## src/rtl/sram_req_arbiter.sv

```systemverilog
// Two-to-one arbiter sharing one SRAM-like port between instruction fetch and
// EXE-stage data. Data has priority; an in-order owner FIFO routes responses back.
module sram_req_arbiter #(
   parameter int unsigned OUTST_DEPTH = 4,
   parameter int unsigned STREAK_MAX  = 4
) (
   input  logic        clk,
   input  logic        reset,

   input  logic        inst_req,
   input  logic        inst_wr,
   input  logic [1:0]  inst_size,
   input  logic [3:0]  inst_wstrb,
   input  logic [31:0] inst_addr,
   input  logic [31:0] inst_wdata,
   output logic        inst_addr_ok,
   output logic        inst_data_ok,
   output logic [31:0] inst_rdata,

   input  logic        data_req,
   input  logic        data_wr,
   input  logic [1:0]  data_size,
   input  logic [3:0]  data_wstrb,
   input  logic [31:0] data_addr,
   input  logic [31:0] data_wdata,
   output logic        data_addr_ok,
   output logic        data_data_ok,
   output logic [31:0] data_rdata,

   output logic        bus_req,
   output logic        bus_wr,
   output logic [1:0]  bus_size,
   output logic [3:0]  bus_wstrb,
   output logic [31:0] bus_addr,
   output logic [31:0] bus_wdata,
   input  logic        bus_addr_ok,
   input  logic        bus_data_ok,
   input  logic [31:0] bus_rdata,

   output logic        err
);

   localparam int unsigned PTR_W = $clog2(OUTST_DEPTH);
   localparam int unsigned CNT_W = PTR_W + 1;
   localparam int unsigned STK_W = $clog2(STREAK_MAX + 1);

   localparam logic [CNT_W-1:0] CNT_FULL   = CNT_W'(OUTST_DEPTH);
   localparam logic [STK_W-1:0] STK_LIMIT  = STK_W'(STREAK_MAX);
   localparam logic             OWNER_INST = 1'b0;
   localparam logic             OWNER_DATA = 1'b1;

   logic [PTR_W-1:0]       wptr_q, wptr_d;
   logic [PTR_W-1:0]       rptr_q, rptr_d;
   logic [CNT_W-1:0]       count_q, count_d;
   logic [STK_W-1:0]       streak_q, streak_d;
   logic                   err_q, err_d;
   logic [OUTST_DEPTH-1:0] owner_q;

   logic full;
   logic fifo_empty;
   logic inst_forced;
   logic grant_inst;
   logic grant_data;
   logic handshake;
   logic pop;
   logic spurious;
   logic head_owner;

   // Grant depends only on requests and registered state, never on bus_*_ok.
   assign full        = (count_q == CNT_FULL);
   assign fifo_empty  = (count_q == '0);
   assign inst_forced = inst_req && (streak_q == STK_LIMIT);
   assign grant_data  = !full && data_req && !inst_forced;
   assign grant_inst  = !full && inst_req && (!data_req || inst_forced);

   assign bus_req   = grant_inst || grant_data;
   assign bus_wr    = grant_inst ? inst_wr    : data_wr;
   assign bus_size  = grant_inst ? inst_size  : data_size;
   assign bus_wstrb = grant_inst ? inst_wstrb : data_wstrb;
   assign bus_addr  = grant_inst ? inst_addr  : data_addr;
   assign bus_wdata = grant_inst ? inst_wdata : data_wdata;

   assign handshake    = bus_req && bus_addr_ok;
   assign inst_addr_ok = handshake && grant_inst;
   assign data_addr_ok = handshake && grant_data;

   assign head_owner   = owner_q[rptr_q];
   assign pop          = bus_data_ok && !fifo_empty;
   assign spurious     = bus_data_ok && fifo_empty;
   assign inst_data_ok = pop && (head_owner == OWNER_INST);
   assign data_data_ok = pop && (head_owner == OWNER_DATA);
   assign inst_rdata   = bus_rdata;
   assign data_rdata   = bus_rdata;
   assign err          = err_q;

   always_comb begin
      wptr_d   = wptr_q;
      rptr_d   = rptr_q;
      count_d  = count_q;
      streak_d = streak_q;
      err_d    = err_q;

      if (handshake) wptr_d = wptr_q + PTR_W'(1);
      if (pop)       rptr_d = rptr_q + PTR_W'(1);

      if (handshake && !pop) begin
         count_d = count_q + CNT_W'(1);
      end else if (pop && !handshake) begin
         count_d = count_q - CNT_W'(1);
      end

      // Streak only measures data grants that actually made inst wait.
      if (!inst_req) begin
         streak_d = '0;
      end else if (handshake && grant_inst) begin
         streak_d = '0;
      end else if (handshake && grant_data && (streak_q != STK_LIMIT)) begin
         streak_d = streak_q + STK_W'(1);
      end

      if (spurious) err_d = 1'b1;
   end

   always_ff @(posedge clk) begin
      if (reset) begin
         wptr_q   <= '0;
         rptr_q   <= '0;
         count_q  <= '0;
         streak_q <= '0;
         err_q    <= 1'b0;
      end else begin
         wptr_q   <= wptr_d;
         rptr_q   <= rptr_d;
         count_q  <= count_d;
         streak_q <= streak_d;
         err_q    <= err_d;
      end
   end

   // Owner storage needs no reset: entries are only read while count is non-zero.
   always_ff @(posedge clk) begin
      if (handshake) owner_q[wptr_q] <= grant_data;
   end

endmodule
```

## config.mk

```make
export PLATFORM = sky130hd
export DESIGN_NAME = sram_req_arbiter
export DESIGN_NICKNAME = d
export VERILOG_FILES = /design/src/rtl/sram_req_arbiter.sv
export SDC_FILE = /design/constraint.sdc
export NUM_CORES = 1
export LEC_CHECK = 0
export ABC_AREA = 1
export BUFFER_PORTS_ARGS = -buffer_cell sky130_fd_sc_hd__buf_2
export CAP_MARGIN = 5
export CORE_AREA = 3 3 123 125
export CTS_BUF_LIST = sky130_fd_sc_hd__clkbuf_4 sky130_fd_sc_hd__clkbuf_8
export DETAILED_ROUTE_END_ITERATION = 8
export DIE_AREA = 0 0 126 128
export MAX_ROUTING_LAYER = met4
export PLACE_DENSITY = 0.61
export SKIP_LAST_GASP = 1
export SLEW_MARGIN = 10
export SYNTH_ARGS = -nofsm -noshare
export SYNTH_HDL_FRONTEND = slang
export SYNTH_SLANG_ARGS = --single-unit
```

## constraint.sdc

```tcl
create_clock -name clk -period 2.1 [get_ports clk]
set_input_delay 0.21 -clock clk [delete_from_list [all_inputs] [get_ports clk]]
set_output_delay 0.21 -clock clk [all_outputs]
set_load 0.02 [all_outputs]
```

==> Yosys cells after proc, flatten, opt, wreduce, memory -nomap -nowiden <==
Cells that the tools add are included.
{ "totals": {"ff_bits": 15, "latch_bits": 0, "ramBits": 0, "rom_bits": 0, "input_bits": 180, "wordCells": 58, "n_memories": 0} }
{ "op_classes": {"addsub": 5, "n_mul": 0, "div_mod_pow": 0, "order_cmp": 3, "eq_ne": 3, "shift": 0, "n_mux": 12, "bitwise_logic": 2, "n_reduce_logical": 27} }
{ "op_table": {"columns": ["cell", "count"], "rows": [
  ["$mux W32", 2],
  ["$logic_and A1 B1 Y1", 16],
  ["$add A3 B1 Y3 const B", 2],
  ["$eq A3 B3 Y1 const B", 2],
  ["$logic_not A1 Y1", 6],
  ["$lt A2 B3 Y1 const B", 2],
  ["$mux W3", 2],
  ["$add A2 B1 Y2 const B", 2],
  ["$bwmux W4", 1],
  ["$mux W4", 1],
  ["$logic_not A3 Y1", 1],
  ["$mux W1", 3],
  ["$ne A3 B3 Y1 const B", 1],
  ["$reduce_or A3 Y1", 1],
  ["$sub A3 B1 Y3 const B", 1],
  ["$bmux W1 S2", 1],
  ["$demux W1 S2", 1],
  ["$ge A2 B1 Y1 const B", 1],
  ["$logic_or A1 B1 Y1", 2],
  ["$mux W2", 1],
  ["$not A1 Y1", 2],
  ["$reduce_bool A2 Y1", 1]
]} }

==> Logic depth before layout (Yosys ltp) <==
Gate-level depths: netlist of the first run.
{ "logic_depth": {"depth_word": 10, "mapped_depth": 11} }

==> Least setup slack after synthesis of the first run <==
Ideal clock, no wire load.
{ "synth_path": {"path_type": "register to register", "from": "register count_q[0]", "to": "register count_q[2]", "setup_time_ns": 0.058, "t_arrival_ns": 1.934, "t_required_ns": 2.042, "slack_ns": 0.108, "stages_incl_launch_ff": 12, "path_buffers": 0, "period_less_slack_ns": 1.992, "cell_sequence": "dfxtp_1 > inv_1 > nand3_1 > o211ai_1 > inv_1 > ha_1 > inv_1 > fa_1 > a21oi_1 > o21ai_0 > a21oi_1 > o21a_1"} }
{ "synth_between": {"elab_chain_len": 9, "elab_cells_between_ends": 20, "classes_between": "2 x add/sub; 1 x eq/ne; 2 x mux; 15 x reduce/logical"} }
{ "synth_rtl": {"columns": ["element", "line_no", "source"], "rows": [
  ["from (decl)", "54", "logic [CNT_W-1:0] count_q, count_d;"],
  ["from (signal assigned)", "134", "count_q <= count_d;"],
  ["$eq A3 B3 Y1 (*)", "70", "assign full = (count_q == CNT_FULL);"],
  ["$logic_not A1 Y1 (*)", "73, 74", null],
  ["$logic_and A1 B1 Y1 (on tied branches) (2 in a row)", "74, 73", null],
  ["$logic_or A1 B1 Y1 (*)", "76", "assign bus_req = grant_inst || grant_data;"],
  ["$logic_and A1 B1 Y1 (*)", "83", "assign handshake = bus_req && bus_addr_ok;"],
  ["via handshake", "64", "logic handshake;"],
  ["$logic_not A1 Y1", "108", "end else if (pop && !handshake) begin"],
  ["$logic_and A1 B1 Y1", "108", null],
  ["$reduce_bool A2 Y1 (no line)", null, null]
]} }
Mark *: on every way through the listed nets, which the timed path passes. The rest lies on a longest branch. The select of a mux whose other input is x is not followed.
A chain may end at the register's enable or synchronous reset.

==> Final worst setup path of the first run <==
{ "layout_path": {"from": "register streak_q[0]", "to": "output port bus_addr[23]"} }
{ "layout_between": {"elab_chain_len": 5} }
{ "layout_rtl": {"columns": ["element", "line_no", "source"], "rows": [
  ["from (decl)", "55", "logic [STK_W-1:0] streak_q, streak_d;"],
  ["from (signal assigned)", "135", "streak_q <= streak_d;"],
  ["$eq A3 B3 Y1", "72", "assign inst_forced = inst_req && (streak_q == STK_LIMIT);"],
  ["$logic_and A1 B1 Y1", "72", null],
  ["$logic_or A1 B1 Y1", "74", "assign grant_inst = !full && inst_req && (!data_req || inst_forced);"],
  ["$logic_and A1 B1 Y1", "74", null],
  ["$mux W32", "80", "assign bus_addr = grant_inst ? inst_addr : data_addr;"],
  ["to (decl)", "34", "output logic [31:0] bus_addr,"]
]} }
No other way between the ends.

==> metrics.md, run 1 <==
| Metric | Value |
|---|---|
| Initial Util | 16.99% |
| Vias in the first global route | 2406 |
| Crit start category | flip-flop |
| Global-route wire length before repair | 11.72 mm |
| Clock buffer depth | 2 |
| Count of cell types in the netlist | 29 |
| Antenna cells | 0 |
| Row count | 43 |
| Skew final | 0.003085 ns |
| Clock slew at reported path FFs | 0.06 ns |
| Initial antenna violation count | 0 |
| Leakage Power | 2.308 nW |
| Power per standard cell area | 573.4 nW/um^2 |
| Seq/Total Area, Yosys | 14.32% |
| Crit end category | output pin |
| Share of cells above drive strength 1 | 53.75% |
| Port buffer count | 224 |
| Net Count, Synth | 587 |
| Setup TNS Final | 0 ns |
| RSZ-0062 raised after global routing | false |
| Ports | 321 |
| Flop2flop setup slack | 0.20 ns |
| Multi-input gate area | 1225 um^2 |
| Critical path data required time | 1.89 ns |
| Worst reg2reg startpoint | count_q[0] |
| Post-Syn Area per Cell | 5.958 um^2 |
| VDD IR-drop max | 0.2164 mV |
| Die X | 126 um |
| Gp weighted congestion | 0.8313 |
| Hold Path Depth | 2 |
| Cts hold-fix bufs | 0 |
| Post-Syn Area | 2377 um^2 |
| Final Hold Fails | 0 |
| Final wirelength | 9.719 mm |
| Core area | 13990 um^2 |
| Min cycle time layout | 2.020 ns |
| Max-slew violations | 0 |
| DR vias | 2940 |
| Mapped Cells | 399 |
| Hold endpoint | err |
| Global router's overall resource usage | 8.882% |
| Status | finished clean |
| Ys Warns | 0 |
| Period utilization | 96.18% |
| Clock tree from TritonCTS | done |
| CP Max Fanout | 12 |
| Clock root buffer | clkbuf_8 |
| Crit Path Class | flip-flop to output pin |
| WL/cell | 12.91 um |
| Hold_sp | reset |
| Max-Cap Viols | 0 |
| Sequential cell area | 345.3 um^2 |
| Layout net count | 762 |
| Area Overhead vs Synth | 62.16% |
| Measured slew at the worst slew-check pin | 0.3885 ns |
| FF-to-FF path depth | 11 |
| Reg2Reg Capture Point | count_q[2] |
| Util after Layout | 27.56% |
| Worst slew margin | 74.07% |
| Path type of the worst min-delay path | input port to flip-flop |
| Largest net degree at the start of global routing | 67 |
| Total CTS buffers | 3 |
| Remaining global-route overflow | 0 |
| Seq cells post-synth | 15 |
| Clock sink count | 15 |
| Detail Route Antenna Nets | 0 |
| Die area | 16130 um^2 |
| Drt via density | 3.904 |
| Detailed Place HPWL | 6.970 mm |
| Fmax | 0.4951 GHz |
| Htree depth | 1 |
| Iteration-0 DRC Markers | 86 |
| Fillcell total | 1566 |
| Final routed DRC violation total | 0 |
| Die height | 128 um |
| Worst skew pair latency | 0.25 ns |
| Critical Path AT | 1.81 ns |
| Final setup fails | 0 |
| Drt first pass iters | 4 |
## timing repair
item	in CTS	in global routing
buffers inserted	0	8
endpoints found under the setup margin	0	62
gates resized for setup	0	93
## worst max path at each step
| stage | start | to | slack [ns] | depth (start not counted) |
|---|---|---|---|---|
| 6_report | streak_q[0] | bus_addr[23] | 0.08 | 10 |
| 5_1_grt | streak_q[0] | bus_addr[24] | 0.002 | 10 |
| 4_1_cts | streak_q[0] | bus_wdata[27] | 0.01 | 10 |
| 3_5_place_dp | count_q[0] | count_q[2] | 0.1 | 11 |
| 3_3_place_gp | count_q[0] | count_q[2] | 0.18 | 11 |
| 2_1_floorplan | count_q[0] | count_q[2] | 0.11 | 11 |
## registers in the layout, indices dropped and copies added (netlist names)
register	count
count_q	3
owner_q	4
streak_q	3
wptr_q	2
err	1
rptr_q	2
## where the power goes
| part | total, W | switching, W | internal, W |
|---|---|---|---|
| combinational | 0.00157 | 0.000879 | 0.000689 |
| clock | 0.000247 | 0.0000999 | 0.000147 |
| sequential | 0.000395 | 0.0000366 | 0.000358 |
| total | 0.00221 | 0.00102 | 0.00120 |
## logic make-up after synthesis
logic type	share of synthesized area [%]
AOI/OAI and AO/OA	20.89
xor gates and xnor gates	0.7370
adders and majority gates	4.526
buffers and inverters	40.63
DFF	14.32
and+or+nand+nor	18.90
## synth_stat cells
cell	n	share of area, %
o21ai_0	5	1.1
o21ai_1	59	12
a21oi_1	9	1.9
clkbuf_1	7	1.1
o21a_1	1	0.32
buf_4	64	20
nand2_1	84	13
a31oi_1	1	0.26
ha_1	7	3.7
nor3_1	1	0.21
and2_1	1	0.26
buf_2	1	0.21
nand3_2	1	0.42
o211ai_1	1	0.32
fa_1	1	0.84
a211oi_1	1	0.32
dfxtp_1	11	9.3
nor3b_1	1	0.32
o21ai_2	11	4.1
nor2_1	11	1.7
nor2_2	1	0.26
edfxtp_1	4	5.1
xor2_1	2	0.74
o22ai_1	1	0.26
nand2_2	1	0.26
nand4_1	5	1.3
inv_1	94	15
buf_6	9	4.3
nand3_1	4	0.84
## metal layers
metal  global-route usage [%]  up-vias  share of wire, %  wire [um]
met3                    2.542       24               8.6        834
met5                        -        -                 0          0
met4                    1.956        0               1.5        146
met1                    11.14     1258                40       3936
li1                         -     1496                 -          -
met2                    14.27      162                49       4802
## cells in the final DEF (no fill, tap or decap), drive strengths merged
| master | Yosys | final |
|---|---|---|
| o211ai | 1 | 1 |
| clkbuf | 7 | 10 |
| a211oi | 1 | 1 |
| nor3b | 1 | 1 |
| edfxtp | 4 | 4 |
| ha | 7 | 7 |
| o22ai | 1 | 1 |
| dfxtp | 11 | 11 |
| buf | 74 | 245 |
| o21ai | 75 | 75 |
| fa | 1 | 1 |
| nor3 | 1 | 1 |
| xor2 | 2 | 2 |
| o21a | 1 | 1 |
| a31oi | 1 | 1 |
| nand3 | 5 | 5 |
| inv | 94 | 94 |
| nand4 | 5 | 5 |
| and2 | 1 | 1 |
| nor2 | 12 | 12 |
| nand2 | 85 | 85 |
| a21oi | 9 | 9 |
## stage by stage
step | hold WS (ns) | std cells | setup slack [ns] | power (W) | instance area (um^2)
2_1_floorplan | 0.3772 | 399 | 0.1083 | 0.001388 | 2377
3_3_place_gp | 0.4202 | 731 | 0.1769 | 0.001648 | 3223
3_5_place_dp | 0.4202 | 731 | 0.09779 | 0.001658 | 3223
4_1_cts | 0.2495 | 735 | 0.01211 | 0.001915 | 3272
5_1_grt | 0.2695 | 753 | 0.002115 | 0.002380 | 3855
6_report | 0.2554 | 753 | 0.08022 | 0.002210 | 3855
## critical path, stage by stage, from the launching register on
cell and delay [ns]:
dfxtp_2 0.33, inv_2 0.08, ha_4 0.14, nand3_2 0.07
nand2_2 0.11, nand3_4 0.10, buf_12 0.15, buf_12 0.12
clkbuf_16 0.16, o21ai_1 0.13, buf_2 0.18
## layout make-up
type	count	share of cell area, %
tap	180	5.842
inverter	94	9.153
multi-input combinational	209	31.78
sequential	15	8.958
clock buffer	4	1.266
timing repair buffer	251	43.01
No activity file was read; power rests on OpenSTA's default activity.
==> run 2, diff against run 1 <==
--- a/config.mk
+++ b/config.mk
@@ -6,6 +6,7 @@
 export NUM_CORES = 1
 export LEC_CHECK = 0
 export ABC_AREA = 1
+export ABC_CLOCK_PERIOD_IN_PS = 2100
 export BUFFER_PORTS_ARGS = -buffer_cell sky130_fd_sc_hd__buf_2
 export CAP_MARGIN = 5
 export CORE_AREA = 3 3 123 125
@@ -14,6 +15,7 @@
 export DIE_AREA = 0 0 126 128
 export MAX_ROUTING_LAYER = met4
 export PLACE_DENSITY = 0.61
+export REMOVE_ABC_BUFFERS = 1
 export SKIP_LAST_GASP = 1
 export SLEW_MARGIN = 10
 export SYNTH_ARGS = -nofsm -noshare
==> metrics.md, run 2 (same netlist as run 1, synthesis figures left out) <==
| Metric | Value |
|---|---|
| Status | finished clean (unchanged) |
| Dpl ws | 0.1258 ns (was 0.09779 ns) |
| Fin cells | 755 (was 753) |
| Most frequent cells in the layout | buf_2, inv_1, nand2_1 (unchanged) |
| Share of cells above drive strength 1 | 47.80% (was 53.75%) |
| CP Max Fanout | 11 (was 12) |
| Hold Path Depth | 3 (was 2) |
| Clock slew at reported path FFs | 0.06 ns (about the same) |
| Clock sink count | 15 (unchanged) |
| DR vias | 2947 (was 2940) |
| Hold_sp | bus_data_ok (was reset) |
| Final instance area | 3507 um^2 (was 3855 um^2) |
| FF-to-FF path depth | 11 (unchanged) |
| Min cycle time layout | 2.006 ns (was 2.020 ns) |
| Crit path buffers/inverters | 4 (was 5) |
| Hold endpoint | err (unchanged) |
| Final setup fails | 0 (unchanged) |
| Crit-path cells | inv_1, ha_1, nand3_1, nand2_4, nand3_4, buf_12, buf_6, o21ai_1, buf_2 (was inv_2, ha_4, nand3_2, nand2_2, nand3_4, buf_12, buf_12, clkbuf_16, o21ai_1, buf_2) |
| Vias in the first global route | 2571 (was 2406) |
| CP delay by family, top | buffers and inverters (unchanged) |
| Dpl cell area | 3218 um^2 (was 3223 um^2) |
| Max-slew violations | 0 (unchanged) |
| Power, Total | 0.002037 W (was 0.002210 W) |
| Crit end category | output pin (unchanged) |
| Skew final | 0.003185 ns (was 0.003085 ns) |
| Initial antenna violation count | 10 (was 0) |
| Iteration-0 DRC Markers | 114 (was 86) |
| Period utilization | 95.53% (was 96.18%) |
| Detailed Place HPWL | 12.68 mm (was 6.970 mm) |
| Commonest non-fill, non-tap cell in the layout | buf_2 (unchanged) |
| Fmax | 0.4985 GHz (was 0.4951 GHz) |
| Slowest cell on crit path | dfxtp_2 (unchanged) |
| Gp weighted congestion | 0.8455 (was 0.8313) |
| Max-Cap Viols | 0 (unchanged) |
| Detail Route Antenna Nets | 0 (unchanged) |
| Reg with most FFs | owner_q (unchanged) |
| Crit start category | flip-flop (unchanged) |
| Worst slew margin | 86.23% (was 74.07%) |
| Dpl cells | 732 (was 731) |
| Crit Path Class | flip-flop to output pin (unchanged) |
| Worst reg2reg startpoint | count_q[0] (unchanged) |
| Die X | 126 um (unchanged) |
| Measured slew at the worst slew-check pin | 0.2053 ns (was 0.3885 ns) |
| Remaining global-route overflow | 0 (unchanged) |
| Power per standard cell area | 580.9 nW/um^2 (was 573.4 nW/um^2) |
| Clock tree from TritonCTS | done (unchanged) |
| Global-route wire length before repair | 18.15 mm (was 11.72 mm) |
| Drt first pass iters | 6 (was 4) |
| Die height | 128 um (unchanged) |
| Worst Hold Slack | 0.2567 ns (was 0.2554 ns) |
| RSZ-0062 raised after global routing | true (was false) |
| Global router's overall resource usage | 16.19% (was 8.882%) |
| Flop2flop setup slack | 0.16 ns (was 0.20 ns) |
| Largest net degree at the start of global routing | 46 (was 67) |
| Htree depth | 1 (unchanged) |
| Layout net count | 756 (was 762) |
| Max reg flops | 4 (unchanged) |
| Ports | 321 (unchanged) |
| Worst Setup Slack, final | 0.09388 ns (was 0.08022 ns) |
| Final wirelength | 14.71 mm (was 9.719 mm) |
| Final Hold Fails | 0 (unchanged) |
| Path type of the worst min-delay path | input port to flip-flop (unchanged) |
| Clock buffer depth | 2 (unchanged) |
| Largest regs | owner_q x4, count_q x3, streak_q x3 (unchanged) |
| Die area | 16130 um^2 (unchanged) |
| WL/cell | 19.48 um (was 12.91 um) |
| Max incr delay on CP | 0.33 ns (about the same) |
| Initial Util | 16.99% (unchanged) |
| Port buffer count | 224 (unchanged) |
| Total CTS buffers | 3 (unchanged) |
| Core area | 13990 um^2 (unchanged) |
| VDD IR-drop max | 0.4191 mV (was 0.2164 mV) |
| Critical Path AT | 1.80 ns (was 1.81 ns) |
| Final routed DRC violation total | 0 (unchanged) |
| Leakage Power | 2.170 nW (was 2.308 nW) |
| Reg2Reg Capture Point | count_q[2] (unchanged) |
| Clock root buffer | clkbuf_8 (unchanged) |
| Row count | 43 (unchanged) |
| Critical path data required time | 1.89 ns (about the same) |
| Worst skew pair latency | 0.25 ns (about the same) |
| Area Overhead vs Synth | 47.53% (was 62.16%) |
| Drt via density | 3.903 (was 3.904) |
## run 2: cell count changes in the layout (fill, tap and decap cells not counted), moves of 3 or more
| cell | before | now |
|---|---|---|
| o21ai_4 | 3 | 0 |
| nand2_2 | 12 | 0 |
| buf_4 | 24 | 19 |
| diode_2 | 0 | 8 |
| buf_6 | 21 | 6 |
| nand2_1 | 72 | 84 |
| o21ai_2 | 27 | 15 |
| clkbuf_16 | 6 | 2 |
| buf_2 | 195 | 213 |
| o21ai_1 | 41 | 56 |
## run 2: repair_timing
| action | in CTS | in global routing |
|---|---|---|
| gates cloned | 0 | 7 |
| endpoints found under the setup margin | 8 | 71 |
| pin swaps | 1 | 2 |
| gates resized for setup | 0 | 26 |
| hold buffers | 0 | 0 |
| setup buffers | 1 | 3 |
## run 2: cell type report
class,instances,area [um^2]
well taps,180,225.2
clock buffers,3,41.29
multi-input cells,210,1116
fillers,1607,10480
inverters,94,352.8
flip-flops and latches,15,345.3
clock inverters,1,5.005
diodes,8,20.02
repair buffers,244,1401
## run 2: how the worst max path moves through the flow
stage | depth (start not counted) | slack [ns] | end | start
after global placement | 11 | 0.16 | count_q[2] | count_q[0]
after CTS | 9 | 0.04 | bus_addr[3] | streak_q[0]
after global routing | 11 | -0.04 | count_q[2] | count_q[0]
final | 9 | 0.09 | bus_wdata[17] | streak_q[0]
after detailed placement | 11 | 0.13 | count_q[2] | count_q[0]
after floorplan | 6 | -1.50 | bus_wdata[25] | streak_q[0]
## run 2: power by group
group / internal [W] / switching, W / total (W)
Clock: 0.000131 / 0.000104 / 0.000235
Sequential: 0.000358 / 0.0000380 / 0.000397
Combinational: 0.000570 / 0.000836 / 0.00141
Total: 0.00106 / 0.000978 / 0.00204
## run 2: routing by layer
metal,track usage (%),part of all wire (%),wire (um),up-vias
met2,24.98,46,6694,212
met3,17.04,21,3123,6
li1,-,-,-,1500
met5,-,0,0,-
met1,14.31,32,4768,1229
met4,1.893,0.84,123,0
## run 2: metrics by stage
step,setup TNS [ns],util (%)
after floorplan,-88.83,-
after global placement,0,23.01
after detailed placement,0,23.01
after CTS,0,23.39
after global routing,-0.2316,25.07
final,0,25.07
## run 2: worst reg2reg max path: stages (launching register included)
cell and delay (ns):
dfxtp_2 0.36, inv_1 0.08, nand3_1 0.09, o211ai_1 0.11, inv_1 0.11, ha_1 0.15
inv_1 0.07, fa_1 0.40, a21oi_1 0.16, o21ai_1 0.09, a21oi_1 0.15, o21a_1 0.13
==> run 3, diff against run 2 <==
--- a/config.mk
+++ b/config.mk
@@ -15,9 +15,9 @@
 export DIE_AREA = 0 0 126 128
 export MAX_ROUTING_LAYER = met4
 export PLACE_DENSITY = 0.61
+export RECOVER_POWER = 50
 export REMOVE_ABC_BUFFERS = 1
 export SKIP_LAST_GASP = 1
-export SLEW_MARGIN = 10
 export SYNTH_ARGS = -nofsm -noshare
 export SYNTH_HDL_FRONTEND = slang
 export SYNTH_SLANG_ARGS = --single-unit
==> metrics.md, run 3 (same netlist as run 1, synthesis figures left out) <==
| Metric | Value |
|---|---|
| Status | finished clean (unchanged) |
| Crit. Startpoint | streak_q[0] (unchanged) |
| Final Hold Fails | 0 (unchanged) |
| Die area | 16130 um^2 (unchanged) |
| Met2 WL post-DR | 6.694 mm (unchanged) |
| Worst slew margin | 81.99% (was 86.23%) |
| Clock tree from TritonCTS | done (unchanged) |
| Global-route wire length before repair | 18.15 mm (unchanged) |
| Total length of routed met3 wires | 3.122 mm (was 3.123 mm) |
| Multi-input gate area | 1116 um^2 (unchanged) |
| Initial antenna violation count | 10 (unchanged) |
| Final routed DRC violation total | 0 (unchanged) |
| Crit end category | output pin (unchanged) |
| Drt first pass iters | 6 (unchanged) |
| Crit-path cells | inv_1, ha_1, nand3_1, nand2_4, nand3_4, buf_12, buf_6, o21ai_1, buf_2 (unchanged) |
| Power share of the combinational group | 68.9% (was 69.0%) |
| Skew final | 0.003250 ns (was 0.003185 ns) |
| Htree depth | 1 (unchanged) |
| Final setup fails | 0 (unchanged) |
| RSZ-0062 raised after global routing | true (unchanged) |
| Gp weighted congestion | 0.8455 (unchanged) |
| Layout net count | 756 (unchanged) |
| Slowest cell on crit path | dfxtp_2 (unchanged) |
| Critical Path AT | 1.80 ns (about the same) |
| Most frequent cells in the layout | buf_2, inv_1, nand2_1 (unchanged) |
| Row count | 43 (unchanged) |
| Worst Hold Slack | 0.2568 ns (was 0.2567 ns) |
| Measured slew at the worst slew-check pin | 0.2713 ns (was 0.2053 ns) |
| WL/cell | 19.48 um (about the same) |
| Met1 wire length | 4.769 mm (was 4.768 mm) |
| Share of cells above drive strength 1 | 47.44% (was 47.80%) |
| Top layer in use | met4 (unchanged) |
| Power per standard cell area | 579.6 nW/um^2 (was 580.9 nW/um^2) |
| Total CTS buffers | 3 (unchanged) |
| Clock slew at reported path FFs | 0.06 ns (about the same) |
| P_int | 0.001052 W (was 0.001060 W) |
| Vias in the first global route | 2571 (unchanged) |
| Fin cells | 755 (unchanged) |
| Die height | 128 um (unchanged) |
| CP Max Fanout | 11 (unchanged) |
| Critical path data required time | 1.89 ns (about the same) |
| Min cycle time layout | 2.006 ns (unchanged) |
| DR vias | 2947 (unchanged) |
| Largest regs | owner_q x4, count_q x3, streak_q x3 (unchanged) |
| Clock buffer depth | 2 (unchanged) |
| Fmax | 0.4985 GHz (unchanged) |
| Path type of the worst min-delay path | input port to flip-flop (unchanged) |
| Die X | 126 um (unchanged) |
| Largest net degree at the start of global routing | 46 (unchanged) |
| Dpl cell area | 3218 um^2 (unchanged) |
| Seq pwr share | 19.5% (about the same) |
| Flop2flop setup slack | 0.16 ns (about the same) |
| Leakage Power | 2.163 nW (was 2.170 nW) |
| Sw frac | 48.16% (was 47.99%) |
| VDD IR-drop max | 0.4191 mV (about the same) |
| Sequential cell area | 345.3 um^2 (unchanged) |
| Max reg flops | 4 (unchanged) |
| Commonest non-fill, non-tap cell in the layout | buf_2 (unchanged) |
| Final instance area | 3502 um^2 (was 3507 um^2) |
| Reg with most FFs | owner_q (unchanged) |
| Hold_sp | bus_data_ok (unchanged) |
| Global router's overall resource usage | 16.19% (unchanged) |
| Max-Cap Viols | 0 (unchanged) |
| Drt via density | 3.903 (unchanged) |
| Core area | 13990 um^2 (unchanged) |
| Clock power frac | 11.6% (was 11.5%) |
| Iteration-0 DRC Markers | 114 (unchanged) |
| Setup TNS Final | 0 ns (unchanged) |
| Remaining global-route overflow | 0 (unchanged) |
| Port buffer count | 224 (unchanged) |
| Max incr delay on CP | 0.33 ns (about the same) |
| Period utilization | 95.53% (unchanged) |
| Power, Total | 0.002030 W (was 0.002037 W) |
| Detail Route Antenna Nets | 0 (unchanged) |
| Initial Util | 16.99% (unchanged) |
| Crit start category | flip-flop (unchanged) |
| Clock sink count | 15 (unchanged) |
| Detailed Place HPWL | 12.68 mm (unchanged) |
| Worst reg2reg startpoint | count_q[0] (unchanged) |
| Final wirelength | 14.71 mm (about the same) |
| Crit Path Class | flip-flop to output pin (unchanged) |
| Fillcell total | 1610 (was 1607) |
| Worst skew pair latency | 0.25 ns (about the same) |
| Area Overhead vs Synth | 47.32% (was 47.53%) |
| Max-slew violations | 0 (unchanged) |
| Dpl cells | 732 (unchanged) |
| NetSw | 0.0009776 W (about the same) |
| Clock root buffer | clkbuf_8 (unchanged) |
| Ports | 321 (unchanged) |
[run 3: cell types whose count changed in the layout (fill, tap and decap cells not counted)]
cell      change
clkbuf_1      +2
buf_4         -1
buf_2         -1
[run 3: worst max-delay path: cells and delay by family (launching register included)]
family / cells / cell delay (ns)
adder cells (fa/ha/maj): 1 / 0.16
buffers and inverters: 4 / 0.56
flip-flops: 1 / 0.33
AO/OA/AOI/OAI: 1 / 0.15
AND/OR/NAND/NOR: 3 / 0.35
[run 3: what timing repair did]
item,4_1_cts,5_1_grt
buffers inserted,1,3
hold buffers,0,0
endpoints found under the setup margin,8,71
gates resized for setup,0,26
cloned,0,7
pin swaps,1,2
[run 3: routing by layer]
metal / global-route usage (%) / vias to the layer above
met4: 1.893 / 0
met3: 17.04 / 6
met1: 14.31 / 1229
met2: 24.98 / 212
li1: - / 1500
met5: - / -
[run 3: area by class of cell]
class,count,share of cell area (%)
Timing Repair Buffer,244,39.87
Multi-Input combinational cell,210,31.87
Inverter,94,10.08
Sequential cell,15,9.861
Tap cell,180,6.431
Clock buffer,3,1.179
Antenna cell,8,0.5716
Clock inverter,1,0.1429
[run 3: final timing paths]
check / end / cells past startpoint
setup / recovery: bus_wdata[17] / 9
hold / removal: err / 3
setup reg to reg: count_q[2] / 11
hold reg to reg: err / 2
[run 3: stage by stage]
| step | setup WS, ns | utilization (%) |
|---|---|---|
| floorplan | -1.497 | - |
| global placement | 0.1573 | 23.01 |
| detailed placement | 0.1258 | 23.01 |
| CTS | 0.03992 | 23.39 |
| global route | -0.04460 | 25.04 |
| finish | 0.09388 | 25.04 |
[run 3: power by group through the flow]
stage	clock network [W]	registers, W	logic (W)
floorplan	0	0.000399	0.000767
global placement	0	0.000397	0.00127
detailed placement	0	0.000399	0.00128
CTS	0.000244	0.000393	0.00129
global route	0.000261	0.000404	0.00154
finish	0.000235	0.000397	0.00140
